$ cat config.mk
export PLATFORM = sky130hd
export DESIGN_NAME = multicycle_control_flat
export DESIGN_NICKNAME = d
export VERILOG_FILES = /design/src/rtl/rv_ctrl_pkg.sv /design/src/rtl/multicycle_control_if.sv /design/src/rtl/mem_wait_timer.sv /design/src/rtl/multicycle_control.sv /design/src/flat_wrapper.sv
export SDC_FILE = /design/constraint.sdc
export NUM_CORES = 1
export LEC_CHECK = 0
export CORE_ASPECT_RATIO = 1.5
export CORE_MARGIN = 1.5
export CORE_UTILIZATION = 45
export DETAILED_ROUTE_END_ITERATION = 16
export PLACE_DENSITY = 0.81
export SKIP_CTS_REPAIR_TIMING = 1
export SYNTH_ARGS = -nofsm -noshare
export SYNTH_HDL_FRONTEND = slang
export SYNTH_SLANG_ARGS = --single-unit
$ cat constraint.sdc
create_clock -name clk -period 2 [get_ports clk]
set_input_delay 0.5 -clock clk [delete_from_list [all_inputs] [get_ports clk]]
set_output_delay 0.5 -clock clk [all_outputs]
set_load 0.01 [all_outputs]
$ cat src/rtl/rv_ctrl_pkg.sv
// Shared encodings for the multicycle RV32I control unit.
// The JALR state exists only when CTRL_JALR_EN is defined.
package rv_ctrl_pkg;

    localparam logic [6:0] OpLoad   = 7'b0000011;
    localparam logic [6:0] OpStore  = 7'b0100011;
    localparam logic [6:0] OpRtype  = 7'b0110011;
    localparam logic [6:0] OpItype  = 7'b0010011;
    localparam logic [6:0] OpBranch = 7'b1100011;
    localparam logic [6:0] OpJal    = 7'b1101111;
    localparam logic [6:0] OpJalr   = 7'b1100111;

    localparam logic [3:0] AluAdd = 4'b0000;
    localparam logic [3:0] AluSub = 4'b1000;

    localparam logic [1:0] SrcAPc    = 2'b00;
    localparam logic [1:0] SrcAOldPc = 2'b01;
    localparam logic [1:0] SrcARs1   = 2'b10;

    localparam logic [1:0] SrcBRs2  = 2'b00;
    localparam logic [1:0] SrcBImm  = 2'b01;
    localparam logic [1:0] SrcBFour = 2'b10;

    localparam logic [1:0] ResAluOut  = 2'b00;
    localparam logic [1:0] ResMemData = 2'b01;
    localparam logic [1:0] ResAlu     = 2'b10;

    localparam logic [2:0] ImmI = 3'b000;
    localparam logic [2:0] ImmS = 3'b001;
    localparam logic [2:0] ImmB = 3'b010;
    localparam logic [2:0] ImmJ = 3'b011;

    localparam logic [1:0] CauseNone    = 2'b00;
    localparam logic [1:0] CauseIllegal = 2'b01;
    localparam logic [1:0] CauseBus     = 2'b10;

    typedef enum logic [3:0] {
        StFetch,
        StDecode,
        StMemAdr,
        StMemRead,
        StMemWb,
        StMemWrite,
        StExecR,
        StExecI,
        StAluWb,
        StBranch,
        StJal,
`ifdef CTRL_JALR_EN
        StJalr,
`endif
        StTrap
    } state_e;

endpackage

$ cat src/rtl/multicycle_control_if.sv
// Instruction fields, datapath flags and control strobes between the control unit
// (master) and the shared datapath/memory (slave).
interface multicycle_control_if #(
    parameter int unsigned ALUCTRL_W = 4
);
    logic [6:0]           op;
    logic [2:0]           funct3;
    logic                 funct7b5;
    logic                 zero;
    logic                 mem_ready;

    logic                 mem_req;
    logic                 mem_write;
    logic                 adr_src;
    logic                 ir_write;
    logic                 pc_write;
    logic                 reg_write;
    logic [1:0]           alu_src_a;
    logic [1:0]           alu_src_b;
    logic [1:0]           result_src;
    logic [2:0]           imm_src;
    logic [ALUCTRL_W-1:0] alu_control;
    logic                 trap;
    logic [1:0]           trap_cause;

    modport master (
        input  op, funct3, funct7b5, zero, mem_ready,
        output mem_req, mem_write, adr_src, ir_write, pc_write, reg_write,
               alu_src_a, alu_src_b, result_src, imm_src, alu_control, trap, trap_cause
    );

    modport slave (
        output op, funct3, funct7b5, zero, mem_ready,
        input  mem_req, mem_write, adr_src, ir_write, pc_write, reg_write,
               alu_src_a, alu_src_b, result_src, imm_src, alu_control, trap, trap_cause
    );
endinterface

$ cat src/rtl/mem_wait_timer.sv
// Counts consecutive unanswered memory-request cycles and flags a bus timeout.
// WAIT_LIMIT of 0 disables the timeout entirely.
module mem_wait_timer #(
    parameter int unsigned WAIT_LIMIT = 16
) (
    input  logic clk,
    input  logic rst,
    input  logic req,
    input  logic ready,
    output logic timeout
);

    if (WAIT_LIMIT == 0) begin : g_off
        logic unused_inputs;
        assign unused_inputs = ^{clk, rst, req, ready};
        assign timeout       = 1'b0;
    end else begin : g_on
        localparam int unsigned CntW = $clog2(WAIT_LIMIT + 1);

        logic [CntW-1:0] cnt_q;

        // The FSM only leaves a requesting state on ready or into TRAP (no request),
        // so clearing whenever the cycle is not a pure wait also covers state changes.
        always_ff @(posedge clk or posedge rst) begin
            if (rst) begin
                cnt_q <= '0;
            end else if (req && !ready) begin
                cnt_q <= cnt_q + 1'b1;
            end else begin
                cnt_q <= '0;
            end
        end

        // Fires on the wait cycle that would bring the count to the limit; ready wins.
        assign timeout = req && !ready && (cnt_q == CntW'(WAIT_LIMIT - 1));
    end

endmodule

$ cat src/rtl/multicycle_control.sv
// Multicycle RV32I control FSM: fetch/decode/execute/memory/writeback with bus timeout
// and illegal-opcode trap. Define CTRL_JALR_EN to make opcode 1100111 legal.
module multicycle_control
    import rv_ctrl_pkg::*;
#(
    parameter int unsigned WAIT_LIMIT = 16,
    parameter int unsigned ALUCTRL_W  = 4
) (
    input logic                 clk,
    input logic                 rst,
    multicycle_control_if.master bus
);

    state_e               state_q;
    logic [1:0]           cause_q;
    logic                 timeout;

    logic                 mem_req;
    logic                 mem_write;
    logic                 adr_src;
    logic                 ir_write;
    logic                 pc_write;
    logic                 reg_write;
    logic [1:0]           alu_src_a;
    logic [1:0]           alu_src_b;
    logic [1:0]           result_src;
    logic [2:0]           imm_src;
    logic [ALUCTRL_W-1:0] alu_control;

    mem_wait_timer #(
        .WAIT_LIMIT(WAIT_LIMIT)
    ) u_timer (
        .clk    (clk),
        .rst    (rst),
        .req    (mem_req),
        .ready  (bus.mem_ready),
        .timeout(timeout)
    );

    always_ff @(posedge clk or posedge rst) begin
        if (rst) begin
            state_q <= StFetch;
            cause_q <= CauseNone;
        end else begin
            case (state_q)
                StFetch: begin
                    if (bus.mem_ready) begin
                        state_q <= StDecode;
                    end else if (timeout) begin
                        state_q <= StTrap;
                        cause_q <= CauseBus;
                    end
                end
                StDecode: begin
                    case (bus.op)
                        OpLoad, OpStore: state_q <= StMemAdr;
                        OpRtype:         state_q <= StExecR;
                        OpItype:         state_q <= StExecI;
                        OpBranch:        state_q <= StBranch;
                        OpJal:           state_q <= StJal;
`ifdef CTRL_JALR_EN
                        OpJalr:          state_q <= StJalr;
`endif
                        default: begin
                            state_q <= StTrap;
                            cause_q <= CauseIllegal;
                        end
                    endcase
                end
                StMemAdr: state_q <= (bus.op == OpStore) ? StMemWrite : StMemRead;
                StMemRead: begin
                    if (bus.mem_ready) begin
                        state_q <= StMemWb;
                    end else if (timeout) begin
                        state_q <= StTrap;
                        cause_q <= CauseBus;
                    end
                end
                StMemWrite: begin
                    if (bus.mem_ready) begin
                        state_q <= StFetch;
                    end else if (timeout) begin
                        state_q <= StTrap;
                        cause_q <= CauseBus;
                    end
                end
                StMemWb, StAluWb:  state_q <= StFetch;
                StExecR, StExecI:  state_q <= StAluWb;
                StBranch: begin
                    if (bus.funct3 == 3'b000 || bus.funct3 == 3'b001) begin
                        state_q <= StFetch;
                    end else begin
                        state_q <= StTrap;
                        cause_q <= CauseIllegal;
                    end
                end
                StJal:             state_q <= StAluWb;
`ifdef CTRL_JALR_EN
                StJalr:            state_q <= StAluWb;
`endif
                default:           state_q <= StTrap;
            endcase
        end
    end

    always_comb begin
        mem_req     = 1'b0;
        mem_write   = 1'b0;
        adr_src     = 1'b0;
        ir_write    = 1'b0;
        pc_write    = 1'b0;
        reg_write   = 1'b0;
        alu_src_a   = SrcAPc;
        alu_src_b   = SrcBRs2;
        result_src  = ResAluOut;
        imm_src     = ImmI;
        alu_control = ALUCTRL_W'(AluAdd);
        case (state_q)
            StFetch: begin
                mem_req    = 1'b1;
                ir_write   = bus.mem_ready;
                pc_write   = bus.mem_ready;
                alu_src_b  = SrcBFour;
                result_src = ResAlu;
            end
            StDecode: begin
                alu_src_a = SrcAOldPc;
                alu_src_b = SrcBImm;
                imm_src   = ImmB;
            end
            StMemAdr: begin
                alu_src_a = SrcARs1;
                alu_src_b = SrcBImm;
                imm_src   = (bus.op == OpStore) ? ImmS : ImmI;
            end
            StMemRead: begin
                mem_req = 1'b1;
                adr_src = 1'b1;
            end
            StMemWb: begin
                result_src = ResMemData;
                reg_write  = 1'b1;
            end
            StMemWrite: begin
                mem_req   = 1'b1;
                mem_write = 1'b1;
                adr_src   = 1'b1;
            end
            StExecR: begin
                alu_src_a   = SrcARs1;
                alu_control = ALUCTRL_W'({bus.funct7b5, bus.funct3});
            end
            StExecI: begin
                alu_src_a   = SrcARs1;
                alu_src_b   = SrcBImm;
                // Only SRAI/SRLI use bit 30; ADDI etc. must not turn into SUB.
                alu_control = ALUCTRL_W'({bus.funct7b5 & (bus.funct3 == 3'b101), bus.funct3});
            end
            StAluWb: begin
                reg_write = 1'b1;
            end
            StBranch: begin
                alu_src_a   = SrcARs1;
                imm_src     = ImmB;
                alu_control = ALUCTRL_W'(AluSub);
                pc_write    = ((bus.funct3 == 3'b000) &&  bus.zero) ||
                              ((bus.funct3 == 3'b001) && !bus.zero);
            end
            StJal: begin
                alu_src_a = SrcAOldPc;
                alu_src_b = SrcBFour;
                imm_src   = ImmJ;
                pc_write  = 1'b1;
            end
`ifdef CTRL_JALR_EN
            StJalr: begin
                alu_src_a  = SrcARs1;
                alu_src_b  = SrcBImm;
                result_src = ResAlu;
                pc_write   = 1'b1;
            end
`endif
            default: ;
        endcase
    end

    // Strobes are gated by reset so an in-flight access dies the moment rst rises.
    assign bus.mem_req     = mem_req & ~rst;
    assign bus.mem_write   = mem_write & ~rst;
    assign bus.ir_write    = ir_write & ~rst;
    assign bus.pc_write    = pc_write & ~rst;
    assign bus.reg_write   = reg_write & ~rst;
    assign bus.adr_src     = adr_src;
    assign bus.alu_src_a   = alu_src_a;
    assign bus.alu_src_b   = alu_src_b;
    assign bus.result_src  = result_src;
    assign bus.imm_src     = imm_src;
    assign bus.alu_control = alu_control;
    assign bus.trap        = (state_q == StTrap);
    assign bus.trap_cause  = cause_q;

endmodule

$ cat src/flat_wrapper.sv
// flat-port wrapper written by rule: the top's interface ports become plain ports
module multicycle_control_flat import rv_ctrl_pkg::*;
#(
    parameter int unsigned WAIT_LIMIT = 16,
    parameter int unsigned ALUCTRL_W  = 4
)
  (clk, rst, bus_op, bus_funct3, bus_funct7b5, bus_zero, bus_mem_ready, bus_mem_req, bus_mem_write, bus_adr_src, bus_ir_write, bus_pc_write, bus_reg_write, bus_alu_src_a, bus_alu_src_b, bus_result_src, bus_imm_src, bus_alu_control, bus_trap, bus_trap_cause);
  multicycle_control_if #(.ALUCTRL_W(ALUCTRL_W)) bus_i ();
  input logic clk;
  input logic rst;
  input wire logic [$bits(bus_i.op)-1:0] bus_op;
  input wire logic [$bits(bus_i.funct3)-1:0] bus_funct3;
  input wire logic [$bits(bus_i.funct7b5)-1:0] bus_funct7b5;
  input wire logic [$bits(bus_i.zero)-1:0] bus_zero;
  input wire logic [$bits(bus_i.mem_ready)-1:0] bus_mem_ready;
  output wire logic [$bits(bus_i.mem_req)-1:0] bus_mem_req;
  output wire logic [$bits(bus_i.mem_write)-1:0] bus_mem_write;
  output wire logic [$bits(bus_i.adr_src)-1:0] bus_adr_src;
  output wire logic [$bits(bus_i.ir_write)-1:0] bus_ir_write;
  output wire logic [$bits(bus_i.pc_write)-1:0] bus_pc_write;
  output wire logic [$bits(bus_i.reg_write)-1:0] bus_reg_write;
  output wire logic [$bits(bus_i.alu_src_a)-1:0] bus_alu_src_a;
  output wire logic [$bits(bus_i.alu_src_b)-1:0] bus_alu_src_b;
  output wire logic [$bits(bus_i.result_src)-1:0] bus_result_src;
  output wire logic [$bits(bus_i.imm_src)-1:0] bus_imm_src;
  output wire logic [$bits(bus_i.alu_control)-1:0] bus_alu_control;
  output wire logic [$bits(bus_i.trap)-1:0] bus_trap;
  output wire logic [$bits(bus_i.trap_cause)-1:0] bus_trap_cause;
  assign bus_i.op = bus_op;
  assign bus_i.funct3 = bus_funct3;
  assign bus_i.funct7b5 = bus_funct7b5;
  assign bus_i.zero = bus_zero;
  assign bus_i.mem_ready = bus_mem_ready;
  assign bus_mem_req = bus_i.mem_req;
  assign bus_mem_write = bus_i.mem_write;
  assign bus_adr_src = bus_i.adr_src;
  assign bus_ir_write = bus_i.ir_write;
  assign bus_pc_write = bus_i.pc_write;
  assign bus_reg_write = bus_i.reg_write;
  assign bus_alu_src_a = bus_i.alu_src_a;
  assign bus_alu_src_b = bus_i.alu_src_b;
  assign bus_result_src = bus_i.result_src;
  assign bus_imm_src = bus_i.imm_src;
  assign bus_alu_control = bus_i.alu_control;
  assign bus_trap = bus_i.trap;
  assign bus_trap_cause = bus_i.trap_cause;
  multicycle_control #(.WAIT_LIMIT(WAIT_LIMIT), .ALUCTRL_W(ALUCTRL_W)) u_core (.clk(clk), .rst(rst), .bus(bus_i));
endmodule
==> results.md <==
- Worst Setup Slack, final: -300 ps
- CP bufs+invs: 3
- Clock Pin Slew Worst Setup and Hold Paths: 70 ps
- Sequential share of the synthesized area: 0.259
- Total CTS buffers: 3
- Vias per cell: 5.92
- Compound-Gate Fraction of Synth Area: 0.230
- Async SR Flop Fraction: 1.00
- Global route overflow: 0
- Sequence of cells on the critical path: nor2_2 -> inv_1 -> nor3_2 -> buf_4 -> clkdlybuf4s50_1
- FF-to-FF setup slack: 240 ps
- Site Rows: 21
- GRT Total Usage: 0.258
- Die Height: between 60 and 70 um
- Failing checks: negative setup slack
- Yosys reg bits: 11
- Simple-Gate Fraction of Synth Area: 0.316
- Hpwl dp: 2.70 mm
- Reg2reg path depth: 6
- Clk Latency, worst-skew pair: 280 ps
- Ys Warns: 0
- Layout area overhead: 66.4%
- Routability cong.: 0.818
- Die area: approximately 2700 um^2
- Min Tclk post-route: 2300 ps
- Crit path DAT: 1800 ps
- Drt drc: 0
- Cell area after synthesis: roughly 1100 um^2
- Final count of pins violating max slew: 0
- ANT cells: 0
- Sink Count: 11
- Bufs on Longest Clock Path: 2
- Largest cells by area after synthesis: dfrtp_1 26%, nor2_1 7.4%, a21oi_1 4.7%, and3_1 4.7%, nor3_1 4.7%
- Setup-failing EPs final: 5
- TritonRoute pass-1 iters: 5
- FMAX: 435 MHz
- Worst vdd rail ir drop: 0.826 mV
- Core area: between 2000 and 2500 um^2
- H-tree Lvls: 1
- Final hold violations: 0
- Final non-filler cell total: 228
- Vias in the first global route: 1266
- Nets: 223
- Final period utilization: 1.15
- Share of layout cells above drive strength 1: 0.366
- Synth top area share: 0.259
- Pwr dens: approximately 1300 nW/um^2
- DR vias: 1349
- Largest area contributor in the netlist: dfrtp_1
- First-pass GRT wire length: 5.34 mm
- Initial Utilization: 0.477
- Critical R2R Capture: u_core.state_q[0]
- Total of max-cap violations: 0
- Syn Area/Cell: 7.77 um^2
- Antenna-violating nets left: 0
- Fin util: 0.793
- Worst Skew: 7.88 ps
- Die width: 42.7 um
- R2R Path Start: u_core.state_q[0]
- Boundary Pins: 37
- Largest family of logic cells by synthesized area: simple AND/OR/NAND/NOR gates
- CTS tree: yes
- Starting DRC count in detailed routing: 49
- Cells after DPL: 219
- WS Path Type: flip-flop to output port
- Antenna violations before repair: 0
- Crit path max-delay family: buffers and inverters
- CP max stage delay: 520 ps
- Setup_tns: -879 ps
- WL/cell: 17.2 um
- Slowest CP cell: clkdlybuf4s50_1
- Syn_nets: roughly 150
- Static Leakage: 0.980 nW
- Final hold slack: about 360 ps
- Ys flop type: dfrtp_1
- CP max FO: 6
- Worst Setup Start Kind: flip-flop
- Crit path required time: 1500 ps
- Pin count of the biggest net entering global routing: 15
- Xor/xnor share of the synthesized area: 0.0482
- Root Driver: clkbuf_4
- Post-synthesis mux area share: 0.0188
- WL final: 3.93 mm
- RSZ-0062 raised after global routing: yes
- Adder-Cell Fraction of Synth Area: 0.0329
- Worst setup EP type: output port
- Type of the worst min-delay path: input port to async pin
- Synth unique cells: 43
- Port bufs: 35
- Status: finished with violations
- Gate Count Post-Synth: 137
- Post-synth EDFFs: 0
- Placement Setup Slack: -808 ps
## synthesized netlist by cell type, types with 3 or more instances
library cell and n:
a21oi_1 10, a2bb2oi_1 3, and3_1 8, buf_2 5
dfrtp_1 11, inv_1 5, nand2_1 5, nand2b_1 5
nor2_1 21, nor2b_1 6, nor3_1 10, o21ai_0 6
## where the power goes
part	switching (mW)	internal, mW	total (mW)
clock	0.0792	0.0776	0.157
combinational	0.898	0.920	1.82
sequential	0.0796	0.277	0.357
total	1.06	1.27	2.33
## state kept, by name (all words and copies together) (netlist names)
register and count:
u_core.bus.trap_cause 2, u_core.state_q 4, u_core.u_timer.g_on.cnt_q 5
## cell families after synthesis
group	count (synthesis)
buffers and inverters	17
xor gates and xnor gates	5
muxes	2
DFF	11
other	1
AOI/OAI and AO/OA	33
adders and majority gates	3
and+or+nand+nor	65
## per-layer routing
metal	part of all wire	wire (um)	GRT usage
met1	0.33	1280	0.239
met4	0.080	315	0.129
met5	0	0	0
met2	0.54	2140	0.509
met3	0.048	190	0.0318
## layout by cell type (no fill, tap or decap), types with 3 or more instances in the layout
master | netlist | layout
buf_6 | 2 | 4
dfrtp_1 | 11 | 8
dfrtp_2 | 0 | 3
nor2_2 | 0 | 4
buf_2 | 5 | 5
nor2_1 | 21 | 17
nand2_1 | 5 | 4
o21ai_0 | 6 | 3
dlymetal6s2s_1 | 0 | 13
nand2b_1 | 5 | 4
clkdlybuf4s50_1 | 0 | 13
nor3_1 | 10 | 8
a21oi_1 | 10 | 10
o21ai_1 | 0 | 3
nor2b_1 | 6 | 3
clkbuf_2 | 0 | 4
buf_4 | 2 | 36
inv_1 | 5 | 5
and3_1 | 8 | 8
a2bb2oi_1 | 3 | 3
clkbuf_4 | 0 | 3
## how the worst max path moves through the flow
stage                       from                 to  slack, ps  cells after the start
5_1_grt        u_core.state_q[2]  bus_result_src[1]       -360                      5
4_1_cts                bus_op[2]     bus_imm_src[0]       -810                      5
3_5_place_dp           bus_op[2]     bus_imm_src[0]       -810                      5
2_1_floorplan          bus_op[2]     bus_imm_src[0]        180                      3
3_3_place_gp           bus_op[2]     bus_imm_src[0]       -740                      5
6_report       u_core.state_q[2]  bus_result_src[1]       -300                      5
## worst register-to-register path: cells and delay by family (launching register included)
kind                   cells  cell delay, ps
XOR/XNOR                   1             170
multiplexers               1             120
AO/OA/AOI/OAI              1             200
AND/OR/NAND/NOR            1             430
buffers and inverters      2             310
flip-flops                 1             450
## final cells by class
cell class | count | area, um^2
multi-input combinational | 109 | 757
timing repair buffer | 75 | 653
fill | 146 | 462
sequential | 11 | 279
tap | 23 | 28.8
inverter | 6 | 27.5
clock buffer | 4 | 26.3
## stage by stage
step / area (um^2) / total power [mW]
2_1_floorplan: 1060 / 1.28
5_1_grt: 1770 / 2.48
6_report: 1770 / 2.33
4_1_cts: 1660 / 2.20
3_5_place_dp: 1640 / 2.03
3_3_place_gp: 1640 / 1.97
Power figures use the tool's default switching activity.
